`config.mk`:
```
export PLATFORM = sky130hd
export DESIGN_NAME = spi_slave_shifter_flat
export DESIGN_NICKNAME = d
export VERILOG_FILES = /design/src/rtl/spi_slave_shifter_if.sv /design/src/rtl/spi_slave_shifter.sv /design/src/flat_wrapper.sv
export SDC_FILE = /design/constraint.sdc
export NUM_CORES = 1
export LEC_CHECK = 0
export CORE_UTILIZATION = 30
export DETAILED_ROUTE_END_ITERATION = 6
export SLEW_MARGIN = 10
export SYNTH_ARGS = -nofsm -noshare
export SYNTH_HDL_FRONTEND = slang
export SYNTH_SLANG_ARGS = --single-unit
```
`constraint.sdc`:
```
create_clock -name Shift_clk -period 3.1 [get_ports Shift_clk]
set_input_delay 0.465 -clock Shift_clk [delete_from_list [all_inputs] [get_ports Shift_clk]]
set_output_delay 0.465 -clock Shift_clk [all_outputs]
set_load 0.05 [all_outputs]
```
`src/rtl/spi_slave_shifter_if.sv`:
```
// Bus bundle between the SPI slave shift engine and its pads / SPDR register side.
// With SPI_SLV_OVERRUN_EN defined, the bundle also carries the OVR overrun flag.
interface spi_slave_shifter_if #(
  parameter int DWIDTH = 8
);
  logic              SS_n;
  logic              SCK;
  logic              MOSI;
  logic              CPOL;
  logic              CPHA;
  logic              SPDR_wr_en;
  logic [DWIDTH-1:0] SPDR_in;
  logic              SPDR_rd_en;
  logic [DWIDTH-1:0] SPDR_out;
  logic              MISO;
  logic              MISO_oe;
  logic              SPIF;
  logic              WCOL;
  logic              busy;
`ifdef SPI_SLV_OVERRUN_EN
  logic              OVR;
`endif

  modport slave (
    input  SS_n, SCK, MOSI, CPOL, CPHA, SPDR_wr_en, SPDR_in, SPDR_rd_en,
    output SPDR_out, MISO, MISO_oe, SPIF, WCOL, busy
`ifdef SPI_SLV_OVERRUN_EN
    , output OVR
`endif
  );

  modport master (
    output SS_n, SCK, MOSI, CPOL, CPHA, SPDR_wr_en, SPDR_in, SPDR_rd_en,
    input  SPDR_out, MISO, MISO_oe, SPIF, WCOL, busy
`ifdef SPI_SLV_OVERRUN_EN
    , input OVR
`endif
  );
endinterface

```
`src/rtl/spi_slave_shifter.sv`:
```
// Slave-side SPI shift engine: oversamples SCK/SS_n/MOSI on Shift_clk, shifts frames, drives MISO.
// Optional SPI_SLV_OVERRUN_EN adds the OVR flag and keeps the first unread byte on overrun.
//
// state  | meaning
// IDLE   | SS_n high; MISO tristated, SPDR writes go straight to the shift register
// ACTIVE | SS_n low; sample/drive edges shift the frame, SPIF raised per completed byte
module spi_slave_shifter #(
  parameter int DWIDTH = 8
) (
  input  logic               Shift_clk,
  input  logic               rst,
  spi_slave_shifter_if.slave bus
);

  localparam int CW = $clog2(DWIDTH + 1);

  typedef enum logic {
    IDLE   = 1'b0,
    ACTIVE = 1'b1
  } state_t;

  state_t state_q, state_d;

  logic [1:0]        ss_sync;
  logic [2:0]        sck_sync;
  logic [1:0]        mosi_sync;

  logic [DWIDTH-1:0] shreg_q;
  logic [DWIDTH-1:0] tx_hold_q;
  logic [DWIDTH-1:0] spdr_out_q;
  logic [CW-1:0]     count_q;
  logic              fresh_q;
  logic              miso_q;
  logic              spif_q;
  logic              wcol_q;
`ifdef SPI_SLV_OVERRUN_EN
  logic              ovr_q;
`endif

  logic              ss_s;
  logic              mosi_s;
  logic              lead_edge;
  logic              trail_edge;
  logic              sample_edge;
  logic              drive_edge;
  logic              any_edge;
  logic [DWIDTH-1:0] shreg_shift;

  logic              enter;
  logic              leave;
  logic              do_sample;
  logic              do_drive;
  logic              done;
  logic              wr_ok;
  logic              wr_col;

  // SCK is synchronised as SCK^CPOL so the idle level is always 0 and the
  // synchroniser can reset to a constant regardless of the selected mode.
  always_ff @(posedge Shift_clk or negedge rst) begin
    if (!rst) begin
      ss_sync   <= 2'b11;
      sck_sync  <= '0;
      mosi_sync <= '0;
    end else begin
      ss_sync   <= {ss_sync[0], bus.SS_n};
      sck_sync  <= {sck_sync[1:0], bus.SCK ^ bus.CPOL};
      mosi_sync <= {mosi_sync[0], bus.MOSI};
    end
  end

  assign ss_s        = ss_sync[1];
  assign mosi_s      = mosi_sync[1];
  assign lead_edge   = sck_sync[1] & ~sck_sync[2];
  assign trail_edge  = ~sck_sync[1] & sck_sync[2];
  assign sample_edge = bus.CPHA ? trail_edge : lead_edge;
  assign drive_edge  = bus.CPHA ? lead_edge : trail_edge;
  assign any_edge    = lead_edge | trail_edge;
  assign shreg_shift = {shreg_q[DWIDTH-2:0], mosi_s};

  always_ff @(posedge Shift_clk or negedge rst) begin
    if (!rst) state_q <= IDLE;
    else      state_q <= state_d;
  end

  always_comb begin
    state_d   = state_q;
    enter     = 1'b0;
    leave     = 1'b0;
    do_sample = 1'b0;
    do_drive  = 1'b0;
    done      = 1'b0;
    wr_ok     = 1'b0;
    wr_col    = 1'b0;
    case (state_q)
      IDLE: begin
        wr_ok = bus.SPDR_wr_en;
        if (!ss_s) begin
          state_d = ACTIVE;
          enter   = 1'b1;
        end
      end
      ACTIVE: begin
        if (ss_s) begin
          state_d = IDLE;
          leave   = 1'b1;
        end else begin
          do_sample = sample_edge;
          do_drive  = drive_edge;
          done      = sample_edge && (count_q == CW'(DWIDTH - 1));
        end
        // A write is only safe before the first edge of a frame; anything later collides.
        if (bus.SPDR_wr_en) begin
          if (fresh_q && !any_edge && !ss_s) wr_ok  = 1'b1;
          else                               wr_col = 1'b1;
        end
      end
      default: state_d = IDLE;
    endcase
  end

  always_ff @(posedge Shift_clk or negedge rst) begin
    if (!rst) begin
      shreg_q    <= '0;
      tx_hold_q  <= '0;
      spdr_out_q <= '0;
      count_q    <= '0;
      fresh_q    <= 1'b0;
      miso_q     <= 1'b0;
      spif_q     <= 1'b0;
      wcol_q     <= 1'b0;
`ifdef SPI_SLV_OVERRUN_EN
      ovr_q      <= 1'b0;
`endif
    end else begin
      if (wr_ok) begin
        shreg_q   <= bus.SPDR_in;
        tx_hold_q <= bus.SPDR_in;
        if (state_q == ACTIVE) miso_q <= bus.SPDR_in[DWIDTH-1];
      end

      if (enter) begin
        count_q <= '0;
        fresh_q <= 1'b1;
        miso_q  <= wr_ok ? bus.SPDR_in[DWIDTH-1] : shreg_q[DWIDTH-1];
      end

      // Partial frames are dropped and the last written byte is re-armed.
      if (leave) begin
        count_q <= '0;
        fresh_q <= 1'b0;
        miso_q  <= 1'b0;
        shreg_q <= tx_hold_q;
      end

      if (do_sample) begin
        shreg_q <= shreg_shift;
        count_q <= done ? '0 : count_q + CW'(1);
      end

      if (do_drive) miso_q <= shreg_q[DWIDTH-1];

      if (do_sample || do_drive) fresh_q <= 1'b0;
      if (done)                  fresh_q <= 1'b1;

      if (bus.SPDR_rd_en) begin
        spif_q <= 1'b0;
        wcol_q <= 1'b0;
`ifdef SPI_SLV_OVERRUN_EN
        ovr_q  <= 1'b0;
`endif
      end

      if (wr_col) wcol_q <= 1'b1;

      if (done) begin
        spif_q <= 1'b1;
`ifdef SPI_SLV_OVERRUN_EN
        if (spif_q && !bus.SPDR_rd_en) ovr_q      <= 1'b1;
        else                           spdr_out_q <= shreg_shift;
`else
        spdr_out_q <= shreg_shift;
`endif
      end
    end
  end

  assign bus.SPDR_out = spdr_out_q;
  assign bus.MISO     = miso_q;
  assign bus.MISO_oe  = (state_q == ACTIVE);
  assign bus.busy     = (state_q == ACTIVE);
  assign bus.SPIF     = spif_q;
  assign bus.WCOL     = wcol_q;
`ifdef SPI_SLV_OVERRUN_EN
  assign bus.OVR      = ovr_q;
`endif

endmodule
```
`src/flat_wrapper.sv`:
```
// flat-port wrapper written by rule: the top's interface ports become plain ports
module spi_slave_shifter_flat 
#(
  parameter int DWIDTH = 8
)
  (Shift_clk, rst, bus_SS_n, bus_SCK, bus_MOSI, bus_CPOL, bus_CPHA, bus_SPDR_wr_en, bus_SPDR_in, bus_SPDR_rd_en, bus_SPDR_out, bus_MISO, bus_MISO_oe, bus_SPIF, bus_WCOL, bus_busy);
  spi_slave_shifter_if #(.DWIDTH(DWIDTH)) bus_i ();
  input  logic Shift_clk;
  input  logic rst;
  input wire logic [$bits(bus_i.SS_n)-1:0] bus_SS_n;
  input wire logic [$bits(bus_i.SCK)-1:0] bus_SCK;
  input wire logic [$bits(bus_i.MOSI)-1:0] bus_MOSI;
  input wire logic [$bits(bus_i.CPOL)-1:0] bus_CPOL;
  input wire logic [$bits(bus_i.CPHA)-1:0] bus_CPHA;
  input wire logic [$bits(bus_i.SPDR_wr_en)-1:0] bus_SPDR_wr_en;
  input wire logic [$bits(bus_i.SPDR_in)-1:0] bus_SPDR_in;
  input wire logic [$bits(bus_i.SPDR_rd_en)-1:0] bus_SPDR_rd_en;
  output wire logic [$bits(bus_i.SPDR_out)-1:0] bus_SPDR_out;
  output wire logic [$bits(bus_i.MISO)-1:0] bus_MISO;
  output wire logic [$bits(bus_i.MISO_oe)-1:0] bus_MISO_oe;
  output wire logic [$bits(bus_i.SPIF)-1:0] bus_SPIF;
  output wire logic [$bits(bus_i.WCOL)-1:0] bus_WCOL;
  output wire logic [$bits(bus_i.busy)-1:0] bus_busy;
  assign bus_i.SS_n = bus_SS_n;
  assign bus_i.SCK = bus_SCK;
  assign bus_i.MOSI = bus_MOSI;
  assign bus_i.CPOL = bus_CPOL;
  assign bus_i.CPHA = bus_CPHA;
  assign bus_i.SPDR_wr_en = bus_SPDR_wr_en;
  assign bus_i.SPDR_in = bus_SPDR_in;
  assign bus_i.SPDR_rd_en = bus_SPDR_rd_en;
  assign bus_SPDR_out = bus_i.SPDR_out;
  assign bus_MISO = bus_i.MISO;
  assign bus_MISO_oe = bus_i.MISO_oe;
  assign bus_SPIF = bus_i.SPIF;
  assign bus_WCOL = bus_i.WCOL;
  assign bus_busy = bus_i.busy;
  spi_slave_shifter #(.DWIDTH(DWIDTH)) u_core (.Shift_clk(Shift_clk), .rst(rst), .bus(bus_i));
endmodule
```
After elaboration in Yosys (flattened, before gate mapping)
Index checks and enable logic that the tools add are counted.

cells by class
  bitwise logic cells = 7
  muxes and demuxes = 38
  reductions and logical operators = 14
  add/subtract/negate cells = 1
  equal/unequal tests = 1

operator list
  kind                                                  number
  2-to-1 mux 1 bit                                      30
  2-to-1 mux 8 bit                                      3
  2-to-1 mux 4 bit                                      4
  nonzero test 4 bit                                    3
  nonzero test 3 bit                                    2
  adder 4 x 1 -> 4 bit (second input constant)          1
  equality test 4 x 3 -> 1 bit (second input constant)  1
  nonzero test 2 bit                                    2
  logical AND 1 bit                                     3
  NOT 1 bit                                             3
  bitwise AND 1 bit                                     2
  zero test 1 bit                                       2
  case mux 1 bit (2 select lines)                       1
  AND reduction 2 bit                                   1
  logical OR 1 bit                                      1
  OR 1 bit                                              1
  XOR 1 bit                                             1

storage, ports and cells
  output and inout bits = 13
  bits of input ports = 17
  flip-flop bits (word level) = 40

Depth between registers and ports, before layout
Gate-level depths: netlist of run 1.

  word-level depth = 13
  gate-level depth with buffers = 7
  depth with buffers taken out = 6

Worst setup path after synthesis of run 1
Ideal clock, no wire load.

  path kind = register to register
  start point = register u_core.state_q (netlist: u_core.bus.MISO_oe)
  end point = register u_core.spdr_out_q[0] (netlist: u_core.bus.SPDR_out[0])
  stages on the path, launching flop included = 5
  path buffers = 1
  data required time = 2975 ps
  path slack = 1185 ps
  arrival time = 1790 ps
  period minus slack after synthesis = 1915 ps
  path through = dfrtp_1 nand2b_1 or3_1 buf_6 mux2_4

on the way
  word-level cells in the longest chain between the ends = 1

RTL lines
  what                      RTL line                  source
  start: declaration        spi_slave_shifter.sv:22   state_t state_q, state_d;
  start signal: assignment  spi_slave_shifter.sv:82   else state_q <= state_d;
  2-to-1 mux 1 bit          spi_slave_shifter.sv:94   case (state_q)
  end signal: assignment    spi_slave_shifter.sv:181  spdr_out_q <= shreg_shift;
  end: declaration          spi_slave_shifter.sv:30   logic [DWIDTH-1:0] spdr_out_q;

Every way passes these cells.
A chain may end at the register's enable or synchronous reset.

Worst setup path in the final report of run 1
  start point = register u_core.state_q (netlist: u_core.bus.MISO_oe)
  end point = output bus_busy

RTL lines
  what              RTL line            source
  end: declaration  flat_wrapper.sv:23  output wire logic [$bits(bus_i.busy)-1:0] bus_busy;

No word-level cell between the ends.

==> reports/summary.txt, run 1 <==
Delay of the slowest critical-path stage -> 0.86 ns
Synth Register Bits -> 40
Yosys cell types -> 35
Root buf cell -> clkbuf_8
Warnings, synthesis -> 0
Worst slew margin -> 42.28%
Final Hold Vio Count -> 0
Skew final -> 0.005986 ns
Detail Placement HPWL -> 2.525 mm
Max Cap Viol -> 0
Part of the cycle the worst path needs -> 67.98%
Status -> finished clean
DRT Wirelength -> 3.467 mm
Total track usage -> 12.01%
Setup TNS -> 0 ns
Power density cells -> 533.7 mW/mm^2
CTS Hold Bufs -> 0
Critical path buffer and inverter count -> 1
Reg clk slew, reported paths -> 0.08 ns
Tot Pwr -> 1.268 mW
Finished Core Util -> 39.43%
Max Transition Viols Final -> 0
Global placement routability congestion -> 0.7596
Worst-path maximum fanout -> 9
Area leader, netlist -> dfrtp_1
Pin count of the biggest net entering global routing -> 41
# resized after CTS -> 0
Area delta synth->final -> 24.69%
Worst Hold Class -> primary input to async pin
Fraction of layout cells with a size suffix above 1 -> 19.25%
Data arrival, critical path -> 1.64 ns
P_sw -> 0.3253 mW
Crit-path cells -> clkdlybuf4s50_1
Die area -> 0.006675 mm^2
Fmax -> 474.5 MHz
Initial antenna violation count -> 0
Number of port buffers -> 29
Critical path's slowest cell -> clkdlybuf4s50_1
Sw frac -> 25.65%
Combinational Power Share -> 15.9%
Cts bufs inserted -> 5
Nets -> 209
Slew @ Worst Pin -> 0.8658 ns
Clk sinks -> 40
Skew-Pair Late Insertion Delay -> 0.29 ns
Global-route wire length before repair -> 5.927 mm
Post-synthesis cell count -> 155
Final setup fails -> 0
Core ar. -> 0.006026 mm^2
Pre-Repair DR Iteration Count -> 4
Total number of vias -> 1,255
Seq/Total Area, Yosys -> 52.66%
DR iter-0 viols -> 45
Final worst path period need -> 2.107 ns
Number of synthesized flops with an enable pin -> 0
Clk buf depth -> 2
Worst EP required -> 2.63 ns
Die height -> 81.70 um
RSZ-0062 raised after global routing -> false
Clock power frac -> 35.2%
Peak supply drop -> 0.3328 mV
Top cells by area, synth -> dfrtp_1, mux2i_1, mux2_4
Crit path kind -> flop to output pin
Final ANT Viol Nets -> 0
Vias in the first global route -> 1,217
CP endpoint kind -> output pin
IO Count -> 30
Postcts setup bufs -> 0
Syn nets -> 178
Leakage -> 1.083 nW
Synthesized area -> 0.001906 mm^2
Asr flop ratio synth -> 100.0%
# rows -> 28
Die Width -> 81.70 um
Post-DR wirelength/cell -> 13.23 um
Initial core utilization -> 31.62%
CTS tree -> done
Internal power -> 0.9428 mW
Overflow after GRT -> 0
Syn Area/Cell -> 12.29 um^2
Yosys top cell area share -> 49.90%
Reg power frac -> 48.9%
Top Family by Delay on Critical Path -> buffers and inverters
DRC -> 0
Via density -> 4.790
Antenna cell count -> 0
Crit path launch type -> flop
H-tree depth -> 2
Synth Flop Type -> dfrtp_1
## final timing paths
check | start | to | slack [ns] | depth (start not counted)
setup reg to reg | u_core.bus.MISO_oe | u_core.shreg_q[0] | 1.14 | 4
min in group Shift_clk | u_core.ss_sync[0] | u_core.ss_sync[1] | 0.36 | 0
hold reg to reg | u_core.ss_sync[0] | u_core.ss_sync[1] | 0.36 | 0
hold / removal | rst | u_core.bus.SPDR_out[2] | 0.28 | 1
max in group asynchronous | rst | u_core.sck_sync[0] | 2.28 | 1
setup / recovery | u_core.bus.MISO_oe | bus_busy | 0.99 | 1
## cell usage after synthesis (all sizes together), types with 2 or more instances
| cell | count |
|---|---|
| nand2 | 7 |
| inv | 12 |
| nand3b | 2 |
| a32o | 2 |
| or3 | 2 |
| buf | 5 |
| a21oi | 11 |
| mux2 | 21 |
| dfstp | 2 |
| nand2b | 3 |
| o21ai | 7 |
| nor2 | 2 |
| nand3 | 7 |
| ha | 6 |
| mux2i | 14 |
| dfrtp | 38 |
## layout by cell type, fill, tap and decap left out, drive strengths merged, types with 2 or more instances in the layout
cell           instances
nand3b                 2
nor2                   2
nand3                  7
clkbuf                 6
mux2                  21
inv                   12
dfstp                  2
a21oi                 11
mux2i                 14
ha                     6
nand2                  7
dfrtp                 38
or3                    2
a32o                   2
clkdlybuf4s50         28
buf                    2
o21ai                  7
nand2b                 3
## per-layer routing
metal | global-route usage (%) | share of wire (%) | up-vias
met5 | 0 | 0 | -
met4 | 4.211 | 1.7 | 0
met3 | 3.667 | 4.0 | 4
met2 | 19.17 | 47 | 23
met1 | 15.36 | 48 | 614
li1 | - | - | 614
## power by group through the flow
stage | Clock, mW | Combinational (mW) | Sequential [mW]
after floorplan | 0 | 0.120 | 0.638
after global routing | 0.482 | 0.224 | 0.631
after detailed placement | 0 | 0.204 | 0.631
after global placement | 0 | 0.201 | 0.629
after CTS | 0.461 | 0.205 | 0.620
final | 0.446 | 0.202 | 0.620
## metrics by stage
| stage | cell area (um^2) | hold slack, ns | instances | setup slack (ns) |
|---|---|---|---|---|
| 2_1_floorplan | 1906 | 0.1694 | 155 | 1.185 |
| 3_3_place_gp | 2255 | 0.3315 | 254 | 0.8459 |
| 3_5_place_dp | 2255 | 0.3479 | 254 | 0.7874 |
| 4_1_cts | 2376 | 0.3195 | 262 | 0.9674 |
| 5_1_grt | 2376 | 0.3621 | 262 | 0.9063 |
| 6_report | 2376 | 0.2835 | 262 | 0.9927 |
## final cells by class
class / count / area [um^2]
clock buffer: 6 / 82.58
clock inverter: 2 / 38.79
fill: 600 / 3650
inverter: 12 / 45.04
multi-input combinational: 97 / 819.5
sequential: 40 / 1003
tap: 75 / 93.84
timing repair buffer: 30 / 292.8
## logic make-up after synthesis
logic type                 count (synthesis)  synth area share [%]
AOI/OAI and AO/OA                         27                 8.996
buffers and inverters                     18                 4.333
and+or+nand+nor                           28                 8.076
adders and majority gates                  6                 3.939
muxes                                     35                 21.54
DFF                                       40                 52.66
xor gates and xnor gates                   1                0.4597
## registers in the layout, indices dropped and copies added (netlist names)
| register | count |
|---|---|
| u_core.bus.MISO | 1 |
| u_core.bus.MISO_oe | 1 |
| u_core.count_q | 4 |
| u_core.bus.SPDR_out | 8 |
| u_core.mosi_sync | 2 |
| u_core.shreg_q | 8 |
| u_core.ss_sync | 2 |
| u_core.tx_hold_q | 8 |
| u_core.bus.SPIF | 1 |
| u_core.sck_sync | 3 |
| u_core.bus.WCOL | 1 |
| u_core.fresh_q | 1 |
Note: power is estimated with default switching activity, not from simulation.
==> run 2, diff against run 1 <==
==> constraint.sdc (replaced) <==
create_clock -name Shift_clk -period 1.9 [get_ports Shift_clk]
set_input_delay 0.285 -clock Shift_clk [delete_from_list [all_inputs] [get_ports Shift_clk]]
set_output_delay 0.285 -clock Shift_clk [all_outputs]
set_load 0.05 [all_outputs]
==> reports/summary.txt, run 2 (synthesized netlist as in run 1, its figures left out) <==
Antenna cell count -> 0 (unchanged)
Reg power frac -> 52.5% (+3.6 points)
CP endpoint kind -> flop
Tot Pwr -> 1.931 mW (+52%)
RSZ-0062 raised after global routing -> false
Register area -> 0.001005 mm^2 (+0.12%)
Placed cell count -> 272 (+7.1%)
Final ANT Viol Nets -> 0 (unchanged)
Clock power frac -> 28.2% (-7.0 points)
Finished Layout Cells -> 280 (+6.9%)
Worst EP required -> 2.13 ns (-0.50 ns)
Crit path kind -> flop to flop
# fillers -> 597 (-0.50%)
Die area -> 0.006675 mm^2 (unchanged)
Reg clk slew, reported paths -> 0.07 ns (about the same)
Worst-path maximum fanout -> 3 (-6)
Internal power -> 1.391 mW (+48%)
Postcts setup bufs -> 0 (unchanged)
CTS tree -> done
Critical path buffer and inverter count -> 1 (unchanged)
Data arrival, critical path -> 2.01 ns (+0.37 ns)
Power density cells -> 771.5 mW/mm^2 (+45%)
Global-route wire length before repair -> 6.016 mm (+1.5%)
Crit-path cells -> inv_1, ha_1, and4b_1, or4_1, o211ai_1, mux2_2
Max Transition Viols Final -> 0 (unchanged)
Commonest non-fill, non-tap cell in the layout -> dfrtp_1
Peak supply drop -> 0.3658 mV (+9.9%)
Final Hold Vio Count -> 0 (unchanged)
Pin count of the biggest net entering global routing -> 19 (-54%)
Initial core utilization -> 31.62% (unchanged)
# rows -> 28 (unchanged)
Cell area after placement -> 0.002411 mm^2 (+6.9%)
Skew final -> 0.006020 ns (+0.00003314 ns)
Status -> finished clean
Skew-Pair Late Insertion Delay -> 0.29 ns (about the same)
Global placement routability congestion -> 0.7605 (+0.12%)
Crit path launch type -> flop
Worst slew margin -> 66.77% (+24 points)
Fraction of layout cells with a size suffix above 1 -> 27.32% (+8.1 points)
Worst Hold Class -> flop to flop
Fmax -> 563.1 MHz
Initial antenna violation count -> 0 (unchanged)
# resized after CTS -> 0 (unchanged)
Combinational Power Share -> 19.3% (+3.4 points)
Overflow after GRT -> 0 (unchanged)
H-tree depth -> 2 (unchanged)
Total track usage -> 12.22% (+0.21 points)
Nets -> 228 (+9.1%)
DRC -> 0 (unchanged)
Delay of the slowest critical-path stage -> 0.50 ns (-0.36 ns)
Top Family by Delay on Critical Path -> simple AND/OR/NAND/NOR gates
Die Width -> 81.70 um (unchanged)
Part of the cycle the worst path needs -> 93.47%
Pre-Repair DR Iteration Count -> 4 (unchanged)
Total number of vias -> 1,284 (+2.3%)
Final setup fails -> 0 (unchanged)
Sw frac -> 27.96% (+2.3 points)
Core ar. -> 0.006026 mm^2 (unchanged)
Number of port buffers -> 29 (unchanged)
Vias in the first global route -> 1,236 (+1.6%)
Die height -> 81.70 um (unchanged)
Multi-input gate area -> 819.5 um^2 (unchanged)
Slew @ Worst Pin -> 0.4968 ns (-0.3690 ns)
Detail Placement HPWL -> 2.727 mm (+8.0%)
DR iter-0 viols -> 28 (-38%)
DRT Wirelength -> 3.624 mm (+4.5%)
Area delta synth->final -> 31.32%
P_sw -> 0.5397 mW (+66%)
IO Count -> 30 (unchanged)
Critical path's slowest cell -> or4_1
Commonest non-fill, non-tap cells in the layout -> dfrtp_1, clkdlybuf4s50_1, buf_4
Cts bufs inserted -> 5 (unchanged)
Max Cap Viol -> 0 (unchanged)
Via density -> 4.586 (-4.3%)
Clk sinks -> 40 (unchanged)
Post-DR wirelength/cell -> 12.94 um (-2.2%)
Design area -> 0.002502 mm^2 (+5.3%)
Clk buf depth -> 2 (unchanged)
CTS Hold Bufs -> 1 (+1)
Leakage -> 1.161 nW (+7.2%)
Root buf cell -> clkbuf_8
Final worst path period need -> 1.776 ns
==> run 2: cell types whose count changed in the layout (fill, tap and decap cells not counted), sizes merged <==
cell,change
dlygate4sd3,+1
clkinvlp,+1
clkdlybuf4s50,-2
clkbuf,-1
bufinv,-1
buf,+20
==> run 2: area by class of cell <==
| class | instances | share of cell area, % |
|---|---|---|
| flip-flops and latches | 40 | 40.15 |
| multi-input cells | 97 | 32.75 |
| repair buffers | 49 | 18.30 |
| well taps | 75 | 3.750 |
| clock buffers | 5 | 2.750 |
| inverters | 12 | 1.800 |
| clock inverters | 2 | 0.5000 |
==> run 2: metrics by stage <==
stage                     utilization, %  hold WS [ns]  worst slack, ns  setup TNS, ns
final                              41.53        0.3587           0.1240              0
after global routing               41.53        0.3705          0.05939              0
after CTS                          41.53        0.3597           0.1145              0
after detailed placement           40.01        0.2342         -0.07643        -0.5235
after global placement             40.01        0.2338         -0.04611        -0.2473
after floorplan                        -      -0.01059           0.1386              0
==> run 2: path summary, 6_finish.rpt <==
path | start | end | slack [ns] | depth (start not counted)
max | u_core.sck_sync[1] | u_core.bus.MISO | 0.12 | 6
min | u_core.sck_sync[0] | u_core.sck_sync[1] | 0.36 | 0
min reg2reg | u_core.sck_sync[0] | u_core.sck_sync[1] | 0.36 | 0
min in group asynchronous | rst | u_core.bus.SPDR_out[2] | 0.45 | 2
max reg2reg | u_core.sck_sync[1] | u_core.bus.MISO | 0.12 | 6
max in group asynchronous | rst | u_core.ss_sync[1] | 0.85 | 3
==> run 2: routing by layer <==
layer	vias up	part of all wire [%]	global-route usage, %	wire, um
li1	646	-	-	-
met5	-	0	0	0
met4	0	2.2	5.789	78
met3	7	2.9	2.333	104
met2	25	44	17.92	1580
met1	606	51	17.22	1861
==> run 2: power groups by stage <==
stage	logic (mW)	clock network (mW)	registers, mW
after floorplan	0.197	0	1.04
after global placement	0.370	0	1.03
after detailed placement	0.376	0	1.03
after CTS	0.378	0.570	1.02
after global routing	0.410	0.610	1.03
final	0.372	0.544	1.01
==> run 3, diff against run 2 <==
--- a/config.mk
+++ b/config.mk
@@ -7,6 +7,8 @@
 export LEC_CHECK = 0
 export CORE_UTILIZATION = 30
 export DETAILED_ROUTE_END_ITERATION = 6
+export HOLD_SLACK_MARGIN = 0.06
+export RECOVER_POWER = 100
 export SLEW_MARGIN = 10
 export SYNTH_ARGS = -nofsm -noshare
 export SYNTH_HDL_FRONTEND = slang
==> constraint.sdc (replaced) <==
create_clock -name Shift_clk -period 2.2 [get_ports Shift_clk]
set_input_delay 0.33 -clock Shift_clk [delete_from_list [all_inputs] [get_ports Shift_clk]]
set_output_delay 0.33 -clock Shift_clk [all_outputs]
set_load 0.05 [all_outputs]
==> reports/summary.txt, run 3 (synthesized netlist as in run 1, its figures left out) <==
Worst slew margin -> 38.19% (-29 points)
Reg clk slew, reported paths -> 0.08 ns (about the same)
Placed cell count -> 257 (-5.5%)
IO Count -> 30 (unchanged)
Finished Core Util -> 38.73% (-2.8 points)
Via density -> 4.713 (+2.8%)
DR iter-0 viols -> 47 (+68%)
Hold Crit Depth -> 0 (unchanged)
Delay of the slowest critical-path stage -> 0.92 ns (+0.42 ns)
Final Worst Setup Slack -> 0.1656 ns (+0.04163 ns)
Overflow after GRT -> 0 (unchanged)
Final Hold Vio Count -> 0 (unchanged)
Commonest non-fill, non-tap cells in the layout -> dfrtp_1, dlygate4sd3_1, mux2i_1
Final setup fails -> 0 (unchanged)
H-tree depth -> 2 (unchanged)
Final ANT Viol Nets -> 0 (unchanged)
Postcts setup bufs -> 0 (unchanged)
Leakage -> 1.092 nW (-5.9%)
Commonest non-fill, non-tap cell in the layout -> dfrtp_1
Worst-path maximum fanout -> 9 (+6)
Post-DR wirelength/cell -> 13.47 um (+4.1%)
Pre-Repair DR Iteration Count -> 4 (unchanged)
Slew @ Worst Pin -> 0.9272 ns (+0.4304 ns)
Clk buf depth -> 2 (unchanged)
Die area -> 0.006675 mm^2 (unchanged)
CTS tree -> done
Fraction of layout cells with a size suffix above 1 -> 14.21% (-13 points)
Final worst path period need -> 2.034 ns
Skew final -> 0.006045 ns (+0.00002536 ns)
Total track usage -> 12.26% (+0.042 points)
RSZ-0062 raised after global routing -> false
Hold Slack -> 0.3493 ns (-0.009340 ns)
Max Transition Viols Final -> 0 (unchanged)
Skew-Pair Late Insertion Delay -> 0.30 ns (about the same)
Cts bufs inserted -> 5 (unchanged)
Peak supply drop -> 0.3078 mV (-16%)
Max Cap Viol -> 0 (unchanged)
CP endpoint kind -> output pin
Instance count on the critical path -> 1 (-5)
Global placement routability congestion -> 0.7395 (-2.8%)
Critical path buffer and inverter count -> 1 (unchanged)
Nets -> 213 (-6.6%)
Data arrival, critical path -> 1.70 ns (-0.31 ns)
Part of the cycle the worst path needs -> 92.47%
Number of port buffers -> 29 (unchanged)
Clk sinks -> 40 (unchanged)
Worst EP required -> 1.87 ns (-0.26 ns)
Root buf cell -> clkbuf_8
Power density cells -> 697.2 mW/mm^2 (-9.6%)
Finished Layout Cells -> 265 (-5.4%)
Crit-path cells -> dlygate4sd3_1
Global-route wire length before repair -> 6.009 mm (-0.12%)
Total number of vias -> 1,249 (-2.7%)
Worst Hold Class -> flop to flop
Worst r2r path cells -> 4 (-2)
DRC -> 0 (unchanged)
Pin count of the biggest net entering global routing -> 25 (+6)
Detail Placement HPWL -> 2.555 mm (-6.3%)
Pre-CTS WS -> -0.06849 ns (+0.007934 ns)
Die Width -> 81.70 um (unchanged)
Initial antenna violation count -> 0 (unchanged)
Status -> finished clean
Fmax -> 491.6 MHz
Crit path launch type -> flop
Tot Pwr -> 1.627 mW (-16%)
# rows -> 28 (unchanged)
Area delta synth->final -> 22.46%
Die height -> 81.70 um (unchanged)
Top Family by Delay on Critical Path -> buffers and inverters
Vias in the first global route -> 1,182 (-4.4%)
DRT Wirelength -> 3.570 mm (-1.5%)
Crit path kind -> flop to output pin
Core ar. -> 0.006026 mm^2 (unchanged)
Critical path's slowest cell -> dlygate4sd3_1
# fillers -> 612 (+2.5%)
Antenna cell count -> 0 (unchanged)
Initial core utilization -> 31.62% (unchanged)
==> run 3: cell types whose count changed in the layout (fill, tap and decap cells not counted), moves of 3 or more <==
cell	previous run	this run
buf_4	19	2
dlygate4sd3_1	1	17
clkdlybuf4s50_1	26	12
mux2_1	0	7
mux2_4	9	2
clkbuf_1	0	3
==> run 3: final cells by class <==
class / count / area (um^2) / share of cell area (%)
tap: 75 / 93.84 / 4.021
sequential: 40 / 1003 / 43.00
clock buffer: 6 / 72.57 / 3.110
timing repair buffer: 34 / 317.8 / 13.62
multi-input combinational: 97 / 795.8 / 34.10
clock inverter: 1 / 5.005 / 0.2145
inverter: 12 / 45.04 / 1.930
==> run 3: where the power goes <==
| part | internal, mW | total (mW) | switching [mW] |
|---|---|---|---|
| sequential | 0.818 | 0.872 | 0.0538 |
| combinational | 0.137 | 0.286 | 0.149 |
| clock | 0.216 | 0.469 | 0.253 |
| total | 1.17 | 1.63 | 0.456 |
==> run 3: path summary, 6_finish.rpt <==
path / from / end / slack [ns]
max: u_core.bus.MISO_oe / bus_busy / 0.17
min: u_core.mosi_sync[0] / u_core.mosi_sync[1] / 0.35
max reg2reg: u_core.ss_sync[1] / u_core.shreg_q[0] / 0.22
min reg2reg: u_core.mosi_sync[0] / u_core.mosi_sync[1] / 0.35
max in group asynchronous: rst / u_core.shreg_q[6] / 0.66
min in group asynchronous: rst / u_core.bus.SPDR_out[3] / 0.69
==> run 3: stage by stage <==
stage	setup TNS (ns)	cell area [um^2]
after floorplan	0	1906
after global placement	0	2290
after detailed placement	-0.1884	2290
after CTS	0	2377
after global routing	0	2333
final	0	2333
==> run 3: routing by layer <==
metal	GRT usage, %	part of all wire (%)
met1	16.23	49
met2	18.75	45
met3	3.333	3.6
met4	5.263	2.0
met5	0	0
==> run 3: repair_timing <==
item / 4_1_cts / 5_1_grt
hold buffers: 1 / 0
resized for setup: 0 / 1
endpoints found under the setup margin: 0 / 2
hold endpoints to repair: 14 / 0
